[src/rtl/asteroid_field_if.sv]
// Bundle between asteroid_field and its neighbours: frame sync, ship and bullet
// positions in; asteroid object list, hit pulses and score out.
interface asteroid_field_if #(
  parameter int obj_num = 4
);
  logic                     vs;
  logic                     game_screen;
  logic [9:0]               BallX;
  logic [9:0]               BallY;
  logic [9:0]               bullet_x;
  logic [9:0]               bullet_y;
  logic                     bullet_activate;
  logic [obj_num-1:0][9:0]  Obj_X;
  logic [obj_num-1:0][9:0]  Obj_Y;
  logic [obj_num-1:0][9:0]  Obj_Size;
  logic [obj_num-1:0]       Obj_act;
  logic                     bullet_hit;
  logic                     ship_hit;
  logic [15:0]              score;

  // Game side: drives sync/positions, consumes the object list.
  modport master (
    output vs, game_screen, BallX, BallY, bullet_x, bullet_y, bullet_activate,
    input  Obj_X, Obj_Y, Obj_Size, Obj_act, bullet_hit, ship_hit, score
  );

  // Asteroid field side.
  modport slave (
    input  vs, game_screen, BallX, BallY, bullet_x, bullet_y, bullet_activate,
    output Obj_X, Obj_Y, Obj_Size, Obj_act, bullet_hit, ship_hit, score
  );
endinterface

[src/rtl/asteroid_field.sv]
// Asteroid object manager. On each vsync falling edge it walks every slot once
// (move / bullet hit / ship hit), then runs one spawn step. All object state
// changes happen in those few cycles right after the frame tick, i.e. in vblank.
module asteroid_field #(
  parameter int obj_num      = 4,
  parameter int OBJ_SIZE     = 32,
  parameter int SPAWN_PERIOD = 45,
  parameter int SCREEN_H     = 480
) (
  input logic             Clk,
  input logic             Reset,
  asteroid_field_if.slave bus
);

  localparam int          IDX_W     = (obj_num > 1) ? $clog2(obj_num) : 1;
  localparam logic [10:0] SZ        = 11'(OBJ_SIZE);
  localparam logic [10:0] SZ_M1     = 11'(OBJ_SIZE - 1);
  localparam logic [10:0] SCR_H     = 11'(SCREEN_H);
  localparam logic [15:0] PERIOD_M1 = 16'(SPAWN_PERIOD - 1);
  localparam logic [IDX_W-1:0] LAST_IDX = IDX_W'(obj_num - 1);

  typedef enum logic [1:0] {IDLE, MOVE, SPAWN} state_t;

  state_t             state_reg;
  logic [IDX_W-1:0]   idx_reg;
  logic [9:0]         obj_x_reg [obj_num];
  logic [9:0]         obj_y_reg [obj_num];
  logic [2:0]         speed_reg [obj_num];
  logic [obj_num-1:0] obj_act_reg;
  logic [15:0]        lfsr_reg;
  logic [15:0]        score_reg;
  logic [15:0]        frame_cnt_reg;
  logic               vs_d_reg;
  logic               bullet_hit_reg;
  logic               ship_hit_reg;

  logic               tick;
  logic [10:0]        cur_x, cur_y, y_next;
  logic [10:0]        bx, by;
  logic [10:0]        ship_l, ship_r, ship_t, ship_b;
  logic               bullet_in, ship_ov;
  logic               spawn_found;
  logic [IDX_W-1:0]   spawn_idx;

  assign tick = vs_d_reg & ~bus.vs;

  // Collision and motion terms for the slot being visited, widened to 11 bits
  // so box edges near the bottom/right of the screen cannot wrap.
  always_comb begin
    cur_x  = {1'b0, obj_x_reg[idx_reg]};
    cur_y  = {1'b0, obj_y_reg[idx_reg]};
    y_next = cur_y + {8'd0, speed_reg[idx_reg]};
    bx     = {1'b0, bus.bullet_x};
    by     = {1'b0, bus.bullet_y};
    ship_l = (bus.BallX >= 10'd17) ? {1'b0, bus.BallX - 10'd17} : 11'd0;
    ship_r = {1'b0, bus.BallX} + 11'd17;
    ship_t = (bus.BallY >= 10'd16) ? {1'b0, bus.BallY - 10'd16} : 11'd0;
    ship_b = {1'b0, bus.BallY} + 11'd16;
    bullet_in = bus.bullet_activate &&
                (bx >= cur_x) && (bx < cur_x + SZ) &&
                (by >= cur_y) && (by < cur_y + SZ);
    ship_ov   = (cur_x <= ship_r) && (cur_x + SZ_M1 >= ship_l) &&
                (cur_y <= ship_b) && (cur_y + SZ_M1 >= ship_t);
  end

  // Lowest-index free slot for the spawn step.
  always_comb begin
    spawn_found = 1'b0;
    spawn_idx   = '0;
    for (int k = obj_num - 1; k >= 0; k--) begin
      if (!obj_act_reg[k]) begin
        spawn_found = 1'b1;
        spawn_idx   = k[IDX_W-1:0];
      end
    end
  end

  // Free-running Fibonacci LFSR (taps 16,14,13,11); only Reset reseeds it.
  always_ff @(posedge Clk) begin
    if (Reset) begin
      lfsr_reg <= 16'hACE1;
    end else begin
      lfsr_reg <= {lfsr_reg[14:0], lfsr_reg[15] ^ lfsr_reg[13] ^ lfsr_reg[12] ^ lfsr_reg[10]};
    end
  end

  // Frame FSM: IDLE waits for a tick, MOVE visits one slot per cycle, SPAWN once.
  always_ff @(posedge Clk) begin
    if (Reset || !bus.game_screen) begin
      state_reg      <= IDLE;
      idx_reg        <= '0;
      obj_act_reg    <= '0;
      score_reg      <= '0;
      frame_cnt_reg  <= '0;
      vs_d_reg       <= 1'b1;
      bullet_hit_reg <= 1'b0;
      ship_hit_reg   <= 1'b0;
      for (int k = 0; k < obj_num; k++) begin
        obj_x_reg[k] <= '0;
        obj_y_reg[k] <= '0;
        speed_reg[k] <= 3'd1;
      end
    end else begin
      vs_d_reg       <= bus.vs;
      bullet_hit_reg <= 1'b0;
      ship_hit_reg   <= 1'b0;
      case (state_reg)
        IDLE: begin
          if (tick) begin
            state_reg <= MOVE;
            idx_reg   <= '0;
          end
        end
        MOVE: begin
          if (obj_act_reg[idx_reg]) begin
            if (bullet_in) begin
              obj_act_reg[idx_reg] <= 1'b0;
              bullet_hit_reg       <= 1'b1;
              score_reg            <= score_reg + 16'd1;
            end else if (ship_ov) begin
              obj_act_reg[idx_reg] <= 1'b0;
              ship_hit_reg         <= 1'b1;
            end else begin
              obj_y_reg[idx_reg] <= y_next[9:0];
              if (y_next >= SCR_H) begin
                obj_act_reg[idx_reg] <= 1'b0;
              end
            end
          end
          if (idx_reg == LAST_IDX) begin
            state_reg <= SPAWN;
          end else begin
            idx_reg <= idx_reg + 1'b1;
          end
        end
        SPAWN: begin
          state_reg <= IDLE;
          if (frame_cnt_reg == PERIOD_M1) begin
            frame_cnt_reg <= '0;
            if (spawn_found) begin
              obj_act_reg[spawn_idx] <= 1'b1;
              obj_y_reg[spawn_idx]   <= '0;
              obj_x_reg[spawn_idx]   <= {1'b0, lfsr_reg[8:0]} + 10'd64;
              speed_reg[spawn_idx]   <= {1'b0, lfsr_reg[10:9]} + 3'd1;
            end
          end else begin
            frame_cnt_reg <= frame_cnt_reg + 16'd1;
          end
        end
        default: state_reg <= IDLE;
      endcase
    end
  end

  assign bus.Obj_act    = obj_act_reg;
  assign bus.bullet_hit = bullet_hit_reg;
  assign bus.ship_hit   = ship_hit_reg;
  assign bus.score      = score_reg;

  generate
    for (genvar gi = 0; gi < obj_num; gi++) begin : g_obj
      assign bus.Obj_X[gi]    = obj_x_reg[gi];
      assign bus.Obj_Y[gi]    = obj_y_reg[gi];
      assign bus.Obj_Size[gi] = 10'(OBJ_SIZE);
    end
  endgenerate

endmodule

[src/flat_wrapper.sv]
// flat-port wrapper written by rule: the top's interface ports become plain ports
module asteroid_field_flat 
#(
  parameter int obj_num      = 4,
  parameter int OBJ_SIZE     = 32,
  parameter int SPAWN_PERIOD = 45,
  parameter int SCREEN_H     = 480
)
  (Clk, Reset, bus_vs, bus_game_screen, bus_BallX, bus_BallY, bus_bullet_x, bus_bullet_y, bus_bullet_activate, bus_Obj_X, bus_Obj_Y, bus_Obj_Size, bus_Obj_act, bus_bullet_hit, bus_ship_hit, bus_score);
  asteroid_field_if #(.obj_num(obj_num)) bus_i ();
  input logic Clk;
  input logic Reset;
  input wire logic [$bits(bus_i.vs)-1:0] bus_vs;
  input wire logic [$bits(bus_i.game_screen)-1:0] bus_game_screen;
  input wire logic [$bits(bus_i.BallX)-1:0] bus_BallX;
  input wire logic [$bits(bus_i.BallY)-1:0] bus_BallY;
  input wire logic [$bits(bus_i.bullet_x)-1:0] bus_bullet_x;
  input wire logic [$bits(bus_i.bullet_y)-1:0] bus_bullet_y;
  input wire logic [$bits(bus_i.bullet_activate)-1:0] bus_bullet_activate;
  output wire logic [$bits(bus_i.Obj_X)-1:0] bus_Obj_X;
  output wire logic [$bits(bus_i.Obj_Y)-1:0] bus_Obj_Y;
  output wire logic [$bits(bus_i.Obj_Size)-1:0] bus_Obj_Size;
  output wire logic [$bits(bus_i.Obj_act)-1:0] bus_Obj_act;
  output wire logic [$bits(bus_i.bullet_hit)-1:0] bus_bullet_hit;
  output wire logic [$bits(bus_i.ship_hit)-1:0] bus_ship_hit;
  output wire logic [$bits(bus_i.score)-1:0] bus_score;
  assign bus_i.vs = bus_vs;
  assign bus_i.game_screen = bus_game_screen;
  assign bus_i.BallX = bus_BallX;
  assign bus_i.BallY = bus_BallY;
  assign bus_i.bullet_x = bus_bullet_x;
  assign bus_i.bullet_y = bus_bullet_y;
  assign bus_i.bullet_activate = bus_bullet_activate;
  assign bus_Obj_X = bus_i.Obj_X;
  assign bus_Obj_Y = bus_i.Obj_Y;
  assign bus_Obj_Size = bus_i.Obj_Size;
  assign bus_Obj_act = bus_i.Obj_act;
  assign bus_bullet_hit = bus_i.bullet_hit;
  assign bus_ship_hit = bus_i.ship_hit;
  assign bus_score = bus_i.score;
  asteroid_field #(.obj_num(obj_num), .OBJ_SIZE(OBJ_SIZE), .SPAWN_PERIOD(SPAWN_PERIOD), .SCREEN_H(SCREEN_H)) u_core (.Clk(Clk), .Reset(Reset), .bus(bus_i));
endmodule
[config.mk]
export PLATFORM = sky130hd
export DESIGN_NAME = asteroid_field_flat
export DESIGN_NICKNAME = d
export VERILOG_FILES = /design/src/rtl/asteroid_field_if.sv /design/src/rtl/asteroid_field.sv /design/src/flat_wrapper.sv
export SDC_FILE = /design/constraint.sdc
export NUM_CORES = 1
export LEC_CHECK = 0
export CAP_MARGIN = 20
export CORE_UTILIZATION = 49
export CTS_BUF_LIST = sky130_fd_sc_hd__clkbuf_8
export CTS_CLUSTER_DIAMETER = 150
export CTS_CLUSTER_SIZE = 28
export DETAILED_ROUTE_END_ITERATION = 10
export GPL_ROUTABILITY_DRIVEN = 1
export PLACE_DENSITY = 0.78
export REMOVE_ABC_BUFFERS = 1
export SLEW_MARGIN = 15
export SYNTH_ARGS = -nofsm -noshare
export SYNTH_HDL_FRONTEND = slang
export SYNTH_SLANG_ARGS = --single-unit
[constraint.sdc]
create_clock -name Clk -period 4.45 [get_ports Clk]
set_input_delay 0.89 -clock Clk [delete_from_list [all_inputs] [get_ports Clk]]
set_output_delay 0.89 -clock Clk [all_outputs]
set_load 0.01 [all_outputs]
==> results.cfg, run 1 <==
[logic_synthesis]
synthArstFlopShare = 0
syn_area_per_cell_sq_um = 10.0
yosysTopAreaCellShare = 0.276
ys_warn_count = 0
netlist_instances = 1001
synth_cell_types = 72
yosys.area.top_type = edfxtp_1
synth_area_sq_mm = 0.0100
synth_edf_count = 92
ys_top_cells_by_area = edfxtp_1 (28%), dfxtp_1 (12%), ha_1 (12%), mux4_2 (5.6%), xnor2_1 (3.2%)
ys_seq_area_frac = 0.398
ys_ff_latch = 153
synth_flop_cell = edfxtp_1

[sta]
finalCritPeriodShare = 0.965
max_freq_mhz = 233
tightestPinTransition_ns = 0.726
rsz0062_at_grt = true
skew_ns = 0.0119
period_needed_ns = 4.29
timing.hold.ws_ns = 0.416
drv_slew = 0
slew_headroom = 0.516
setup_slack_ns = 0.158
finalHoldViolCount = 0
finalSetupViolCount = 0
tns_ns = 0

[power_and_ir_drop]
clockPowerShare = 0.329
ir_worst_vdd_mv = 0.195
p_sw_mw = 0.956
power_leakage_nw = 5.00
p_comb_frac = 0.187
p_int_mw = 2.32
cellPowerDensity_mw_per_mm2 = 261
p_sw_frac = 0.292
p_seq_frac = 0.484
p_total_mw = 3.28

[drt]
drt.antenna.violating_nets = 0
drc = 0
post_drt_via_cell_ratio = 5.44
drtIter0Drc = 511
routedWlPerCell_um = 17.0
vias = 8032
totalWireLength_um = 25200
drtPass1Iterations = 5

[die]
design.core.area_sq_mm = 0.0197
start_util = 0.508
ios = 187
rows = 51
dieArea_sq_mm = 0.0210
die_w_um = 145
die_h_um = 145

[final_layout]
layout.cells.non_filler = 1477
antenna_cells = 0
nNetsFinal = 1340
drive_gt1_frac = 0.132
fin_util = 0.636
area_delta_synth_final_pct = 25.3
design_area_sq_mm = 0.0125

[grt]
grt.total_usage = 0.236
grt_first_pass_wirelength_um = 39400
grt_max_degree = 41
grt.overflow.total = 0
grt_antenna_before_repair = 0
grt_pass1_vias = 7717

[clocking]
cts_buffers = 17
cts-htree-levels = 4
holdBufCountCts = 0
root_buffer = clkbuf_8
cts_tree = done
clk_path_buf_depth = 2
clock_sink_count = 153
insertion_delay_ns = 0.45
clk_pin_slew_ns = 0.10

[setup_path]
criticalPathCategory = input pin to flip-flop
cp_max_fo = 6
path_buf_inv = 4
worstPathArrival_ns = 4.62
crit_path_top_delay_cell = clkdlybuf4s50_1
crit_required_ns = 4.78
setup.worst_path.end_class = flip-flop
worstPathCellList = clkdlybuf4s50_1 -> inv_1 -> ha_1 -> nand2_1 -> and2_1 -> nor4_1 -> buf_4 -> a211o_1 -> ha_1 -> nand4_1 -> or3_1 -> a31oi_1 -> o22ai_2 -> or3_4 -> buf_4 -> a2111oi_1 -> o2bb2ai_1
start_kind = input pin
critPathTopFamily = compound AO/OA/AOI/OAI gates
slowest_delay_ns = 0.53

[placed_design]
place_area_sq_mm = 0.0120
dp_cells = 1436
gp_congestion = 0.893
io_buffers = 146
dp_slack_ns = -0.327
hpwl_um = 19100

[hold_path]
hold_class = flip-flop to flip-flop

[outcome]
status = complete, no violations

[job]
cap_violations = 0
## per-layer routing
| metal | up-vias | GRT usage | part of all wire |
|---|---|---|---|
| met5 | - | 0 | 0 |
| met4 | 0 | 0.0761 | 0.022 |
| met3 | 39 | 0.0333 | 0.048 |
| met2 | 214 | 0.416 | 0.50 |
| met1 | 3850 | 0.297 | 0.43 |
| li1 | 3929 | - | - |
## synthesized netlist by cell type, types with 24 or more instances
cell,number
mux4_2,25
nor2_1,74
dfxtp_1,61
and2_1,32
inv_1,56
buf_4,41
nand3_1,24
a21oi_1,39
nor3_1,32
edfxtp_1,92
xor2_1,33
o21ai_0,34
ha_1,95
nand2_1,77
xnor2_1,37
## what timing repair did
action,in CTS,in global routing
setup endpoints to repair,0,88
setup buffers,0,8
gates resized for setup,0,18
## power groups by stage
| stage | Sequential, mW | Combinational [mW] | Clock, mW |
|---|---|---|---|
| after floorplan | 1.62 | 0.316 | 0 |
| after global placement | 1.62 | 0.583 | 0 |
| after CTS | 1.58 | 0.599 | 1.09 |
| after global routing | 1.59 | 0.676 | 1.15 |
| final | 1.58 | 0.614 | 1.08 |
| after detailed placement | 1.62 | 0.594 | 0 |
## placed cells by master (no fill, tap or decap), types with 7 or more instances in the layout
| cell | n |
|---|---|
| buf_4 | 69 |
| a31oi_1 | 7 |
| nor4_1 | 14 |
| nand2b_1 | 14 |
| clkdlybuf4s50_1 | 146 |
| nand4_1 | 13 |
| conb_1 | 40 |
| or3_1 | 11 |
| mux4_2 | 25 |
| xor2_1 | 33 |
| a21oi_1 | 39 |
| or2_2 | 9 |
| ha_1 | 94 |
| and3_1 | 23 |
| a211oi_1 | 8 |
| a21o_1 | 11 |
| o21ai_0 | 33 |
| nor2_1 | 74 |
| edfxtp_1 | 92 |
| and2_1 | 32 |
| nand2_1 | 76 |
| o31ai_1 | 7 |
| nor3_1 | 30 |
| dfxtp_1 | 60 |
| clkbuf_8 | 17 |
| nor2b_1 | 16 |
| inv_1 | 56 |
| nand3_1 | 24 |
| xnor2_1 | 37 |
## worst paths after layout
path,end,cells after the start,slack (ns),startpoint
max,u_core.bus.Obj_act[2]$_SDFFE_PP0P_,17,0.16,bus_BallX[0]
min,u_core.lfsr_reg[15]$_SDFF_PP1_,1,0.42,u_core.lfsr_reg[14]$_SDFF_PP0_
min reg2reg,u_core.lfsr_reg[15]$_SDFF_PP1_,1,0.42,u_core.lfsr_reg[14]$_SDFF_PP0_
max reg2reg,u_core.bus.Obj_act[2]$_SDFFE_PP0P_,17,0.20,flip-flop
## kinds of logic (layout without fill, tap and decap cells)
| group | count (synthesis) | after routing | share of synthesized area |
|---|---|---|---|
| buf+inv | 137 | 310 | 0.0707 |
| flops | 153 | 153 | 0.398 |
| other cells | 2 | 40 | 0.000750 |
| compound gates | 153 | 153 | 0.102 |
| simple gates | 362 | 362 | 0.187 |
| xor+xnor | 70 | 70 | 0.0612 |
| mux | 28 | 28 | 0.0592 |
| fa+ha+maj | 96 | 96 | 0.121 |
## area by class of cell
type,instances,area [sq um]
Fill cell,1612,7170
Multi-Input combinational cell,749,5520
Sequential cell,153,3990
Timing Repair Buffer,221,2080
Tap cell,265,332
Clock buffer,17,234
Inverter,57,214
Clock inverter,15,179
(Power assumes the default switching activity.)
==> run 2, diff against run 1 <==
--- a/config.mk
+++ b/config.mk
@@ -5,14 +5,14 @@
 export SDC_FILE = /design/constraint.sdc
 export NUM_CORES = 1
 export LEC_CHECK = 0
+export ABC_CLOCK_PERIOD_IN_PS = 4450
 export CAP_MARGIN = 20
-export CORE_UTILIZATION = 49
-export CTS_BUF_LIST = sky130_fd_sc_hd__clkbuf_8
+export CORE_UTILIZATION = 48
 export CTS_CLUSTER_DIAMETER = 150
 export CTS_CLUSTER_SIZE = 28
 export DETAILED_ROUTE_END_ITERATION = 10
 export GPL_ROUTABILITY_DRIVEN = 1
-export PLACE_DENSITY = 0.78
+export PLACE_DENSITY = 0.77
 export REMOVE_ABC_BUFFERS = 1
 export SLEW_MARGIN = 15
 export SYNTH_ARGS = -nofsm -noshare
==> results.cfg, run 2 (synthesized netlist as in run 1, its figures left out) <==
[grt]
grt.overflow.total = 0
grt.total_usage = 0.238
grt_pass1_vias = 7969
grt_first_pass_wirelength_um = 40400
grt_max_degree = 41
grt_antenna_before_repair = 0

[sta]
finalHoldViolCount = 0
finalSetupViolCount = 0
period_needed_ns = 4.33
finalCritPeriodShare = 0.973
drv_slew = 0
setup_slack_ns = 0.119
slew_headroom = 0.451
max_freq_mhz = 231
timing.hold.ws_ns = 0.408
tns_ns = 0
skew_ns = 0.00952
tightestPinTransition_ns = 0.823

[final_layout]
multiInputGateArea_sq_mm = 0.00556
final_cell_mix = clkdlybuf4s50_1 (146), ha_1 (94), edfxtp_1 (92), nand2_1 (76), nor2_1 (74)
antenna_cells = 0
drive_gt1_frac = 0.136
design_area_sq_mm = 0.0127
area_delta_synth_final_pct = 27.2
fillCellCount = 1672
final_common_cell = clkdlybuf4s50_1
nNetsFinal = 1337
fin_util = 0.626
layout.cells.non_filler = 1479
regArea_sq_mm = 0.00399

[power_and_ir_drop]
clockPowerShare = 0.399
p_comb_frac = 0.168
power_leakage_nw = 5.07
p_seq_frac = 0.433
p_sw_mw = 0.971
p_sw_frac = 0.265
p_int_mw = 2.70
cellPowerDensity_mw_per_mm2 = 288
p_total_mw = 3.67
ir_worst_vdd_mv = 0.266

[setup_path]
cp.depth = 18
critPathTopFamily = compound AO/OA/AOI/OAI gates
start_kind = input pin
worstPathCellList = clkdlybuf4s50_1 -> buf_4 -> ha_1 -> and3_1 -> o21ai_0 -> buf_4 -> nor2_1 -> xnor2_1 -> ha_1 -> a21o_1 -> a21oi_1 -> a21oi_1 -> o21ai_0 -> a31oi_2 -> or3_4 -> buf_4 -> a2111oi_2 -> o2bb2ai_1
crit_path_top_delay_cell = or3_4
crit_required_ns = 4.75
setup.worst_path.end_class = flip-flop
critical_path.startpoint = bus_BallX[0]
crit_top_cell = buf_4
reg2reg_slack_ns = 0.17
path_buf_inv = 4
worstPathArrival_ns = 4.63
r2r_end = u_core.bus.Obj_act[2]$_SDFFE_PP0P_
r2r_cells = 17
criticalPathCategory = input pin to flip-flop
cp_max_fo = 6
slowest_delay_ns = 0.48
endpoint = u_core.bus.Obj_act[2]$_SDFFE_PP0P_

[die]
rows = 52
die_h_um = 146
dieArea_sq_mm = 0.0214
design.core.area_sq_mm = 0.0204
ios = 187
start_util = 0.492
die_w_um = 146

[clocking]
clk_pin_slew_ns = 0.06
insertion_delay_ns = 0.42
cts_buffers = 17
clk_path_buf_depth = 2
clock_sink_count = 153
cts_tree = done
cts-htree-levels = 4
holdBufCountCts = 0
root_buffer = clkbuf_16

[drt]
drtPass1Iterations = 7
drc = 0
routedWlPerCell_um = 17.4
drtIter0Drc = 450
totalWireLength_um = 25700
drt.antenna.violating_nets = 0
post_drt_via_cell_ratio = 5.47
vias = 8095

[hold_path]
hold_class = flip-flop to flip-flop

[placed_design]
gp_congestion = 0.887
io_buffers = 146
hpwl_um = 19300
place_area_sq_mm = 0.0120
dp_cells = 1440
dp_slack_ns = -0.427

[job]
cap_violations = 0

[outcome]
status = complete, no violations
-- run 2: area by class of cell --
cell class / count / share of cell area
repair buffers: 218 / 0.160
flip-flops and latches: 153 / 0.313
well taps: 270 / 0.0265
clock buffers: 18 / 0.0345
clock inverters: 14 / 0.0128
multi-input cells: 749 / 0.436
inverters: 57 / 0.0168
-- run 2: timing repair --
item                                    CTS  global route
buffers inserted                          0             5
cloned                                    0             2
pin swaps                                 0             2
gates resized for setup                   1            26
endpoints found under the setup margin   20            86
-- run 2: worst min-delay path by stage --
stage	start	end	slack (ns)	depth (start not counted)
finish	u_core.lfsr_reg[14]$_SDFF_PP0_	u_core.lfsr_reg[15]$_SDFF_PP1_	0.41	1
global route	u_core.lfsr_reg[14]$_SDFF_PP0_	u_core.lfsr_reg[15]$_SDFF_PP1_	0.43	1
global placement	u_core.lfsr_reg[14]$_SDFF_PP0_	u_core.lfsr_reg[15]$_SDFF_PP1_	0.39	1
CTS	u_core.lfsr_reg[14]$_SDFF_PP0_	u_core.lfsr_reg[15]$_SDFF_PP1_	0.41	1
floorplan	u_core.lfsr_reg[14]$_SDFF_PP0_	u_core.lfsr_reg[15]$_SDFF_PP1_	0.39	1
detailed placement	u_core.lfsr_reg[14]$_SDFF_PP0_	u_core.lfsr_reg[15]$_SDFF_PP1_	0.40	1
-- run 2: routing by layer --
metal	up-vias	wire, um	track usage	part of all wire
met3	39	1360	0.0403	0.053
met4	0	517	0.0698	0.020
met1	3891	10900	0.299	0.42
met2	244	12900	0.418	0.50
met5	-	0	0	0
li1	3921	-	-	-
-- run 2: power by group through the flow --
stage	logic (mW)	clock network [mW]	registers, mW
global placement	0.582	0	1.62
floorplan	0.316	0	1.62
detailed placement	0.593	0	1.62
global route	0.679	1.54	1.59
CTS	0.600	1.48	1.59
finish	0.618	1.46	1.59
==> run 3, diff against run 2 <==
--- a/config.mk
+++ b/config.mk
@@ -12,8 +12,9 @@
 export CTS_CLUSTER_SIZE = 28
 export DETAILED_ROUTE_END_ITERATION = 10
 export GPL_ROUTABILITY_DRIVEN = 1
-export PLACE_DENSITY = 0.77
+export PLACE_DENSITY = 0.88
 export REMOVE_ABC_BUFFERS = 1
+export SETUP_SLACK_MARGIN = 0.1
 export SLEW_MARGIN = 15
 export SYNTH_ARGS = -nofsm -noshare
 export SYNTH_HDL_FRONTEND = slang
==> results.cfg, run 3 (synthesized netlist as in run 1, its figures left out) <==
[outcome]
status = complete, no violations

[final_layout]
antenna_cells = 0
final_common_cell = clkdlybuf4s50_1
final_cell_mix = clkdlybuf4s50_1 (144), ha_1 (92), edfxtp_1 (92), nand2_1 (75), nor2_1 (73)
area_delta_synth_final_pct = 29.4
nNetsFinal = 1346
fin_util = 0.636
drive_gt1_frac = 0.156

[die]
dieArea_sq_mm = 0.0214
die_w_um = 146
start_util = 0.492
ios = 187
die_h_um = 146
design.core.area_sq_mm = 0.0204
rows = 52

[drt]
drc = 0
vias = 8224
drtPass1Iterations = 7
totalWireLength_um = 26300
drtIter0Drc = 524
drt.antenna.violating_nets = 0
post_drt_via_cell_ratio = 5.53
routedWlPerCell_um = 17.7

[grt]
grt_first_pass_wirelength_um = 40300
use_met1 = 0.295
grt_pass1_vias = 8025
use_met2 = 0.415
grt.overflow.total = 0
grt_antenna_before_repair = 0
grt.total_usage = 0.237
grt_busiest_layer = met2
grt_max_degree = 41
grtUsageMet3 = 0.0334

[clocking]
cts_tree = done
holdBufCountCts = 0
cts_buffers = 17
cts-htree-levels = 4
clk_path_buf_depth = 2
clock_sink_count = 153
clk_pin_slew_ns = 0.06
insertion_delay_ns = 0.42
root_buffer = clkbuf_16

[sta]
slew_headroom = 0.302
period_needed_ns = 4.23
finalHoldViolCount = 0
tns_ns = 0
drv_slew = 0
max_freq_mhz = 237
skew_ns = 0.0156
tightestPinTransition_ns = 1.04
finalSetupViolCount = 0
finalCritPeriodShare = 0.950
rsz0062_at_grt = true

[hold_path]
hp-start = u_core.lfsr_reg[14]$_SDFF_PP0_
hold_end = u_core.lfsr_reg[15]$_SDFF_PP1_
hold_class = flip-flop to flip-flop
min_path_cells = 1

[placed_design]
hpwl_um = 19500
io_buffers = 146
gp_congestion = 0.931

[setup_path]
worstPathArrival_ns = 4.40
setup.worst_path.end_class = flip-flop
r2r_end = u_core.obj_y_reg[2][5]$_SDFFCE_PN0P_
start_kind = flip-flop
crit_required_ns = 4.62
reg2reg_slack_ns = 0.22
criticalPathCategory = flip-flop to flip-flop
r2r_cells = 18
cp_max_fo = 8

[power_and_ir_drop]
p_sw_mw = 0.992
p_sw_frac = 0.271
p_seq_frac = 0.434
clockPowerShare = 0.390
power_leakage_nw = 5.15
cellPowerDensity_mw_per_mm2 = 282
p_int_mw = 2.67
p_comb_frac = 0.176
p_total_mw = 3.66
ir_worst_vdd_mv = 0.257

[job]
cap_violations = 0
run 3: cell types whose count changed in the layout (fill, tap and decap cells not counted), sizes merged:
cell / change
bufinv: -1
nand3: +1
clkdlybuf4s50: -2
inv: +1
clkinv: +2
buf: +8
dlymetal6s2s: +2
clkinvlp: -2
run 3: worst max-delay path: stages (launching register included):
cell      delay (ns)
dfxtp_4         0.37
buf_12          0.14
mux4_2          0.55
inv_2           0.11
ha_4            0.16
nand2b_4        0.06
nor3_4          0.21
nand2b_4        0.15
xnor2_1         0.07
ha_1            0.30
nand4_1         0.10
or3_1           0.36
a31oi_2         0.21
o22ai_1         0.11
buf_4           0.16
or3_4           0.41
a31oi_4         0.23
o21ai_2         0.11
buf_6           0.16
run 3: worst max-delay path by stage:
stage	cells past startpoint	to
6_report	18	u_core.obj_y_reg[2][5]$_SDFFCE_PN0P_
2_1_floorplan	12	u_core.obj_y_reg[2][0]$_SDFFCE_PN0P_
3_3_place_gp	19	u_core.bus.Obj_act[2]$_SDFFE_PP0P_
3_5_place_dp	19	u_core.bus.Obj_act[1]$_SDFFE_PP0P_
5_1_grt	16	u_core.obj_y_reg[1][6]$_SDFFCE_PN0P_
4_1_cts	17	u_core.obj_y_reg[3][1]$_DFFE_PP_
run 3: power groups by stage:
stage | Clock (mW) | Sequential, mW | Combinational, mW
final | 1.43 | 1.59 | 0.646
after global routing | 1.50 | 1.59 | 0.706
after CTS | 1.44 | 1.59 | 0.611
after detailed placement | 0 | 1.62 | 0.599
after global placement | 0 | 1.62 | 0.579
after floorplan | 0 | 1.62 | 0.316
run 3: repair_timing:
item | 4_1_cts | 5_1_grt
gates cloned | 0 | 3
pin swaps | 1 | 9
endpoints found under the setup margin | 29 | 90
setup buffers | 1 | 10
gates resized for setup | 9 | 45
hold endpoints to repair | 0 | 0
run 3: stage by stage:
stage | instances | hold WS, ns | worst slack (ns) | cell area [sq um]
after floorplan | 959 | 0.389 | -0.939 | 9660
after global placement | 1442 | 0.392 | -0.265 | 12000
after detailed placement | 1442 | 0.396 | -0.400 | 12000
after CTS | 1475 | 0.416 | 0.132 | 12700
after global routing | 1488 | 0.456 | 0.0434 | 13000
final | 1488 | 0.413 | 0.224 | 13000
run 3: final cells by class:
| type | instances | area (sq um) |
|---|---|---|
| inverter | 57 | 214 |
| multi-input combinational | 750 | 5670 |
| clock inverter | 14 | 156 |
| timing repair buffer | 226 | 2150 |
| fill | 1587 | 7410 |
| clock buffer | 18 | 439 |
| sequential | 153 | 3990 |
| tap | 270 | 338 |
run 3: layer usage:
layer	part of all wire	up-vias
met3	0.056	50
met4	0.025	0
met5	0	-
met1	0.41	3961
li1	-	3946
met2	0.51	267
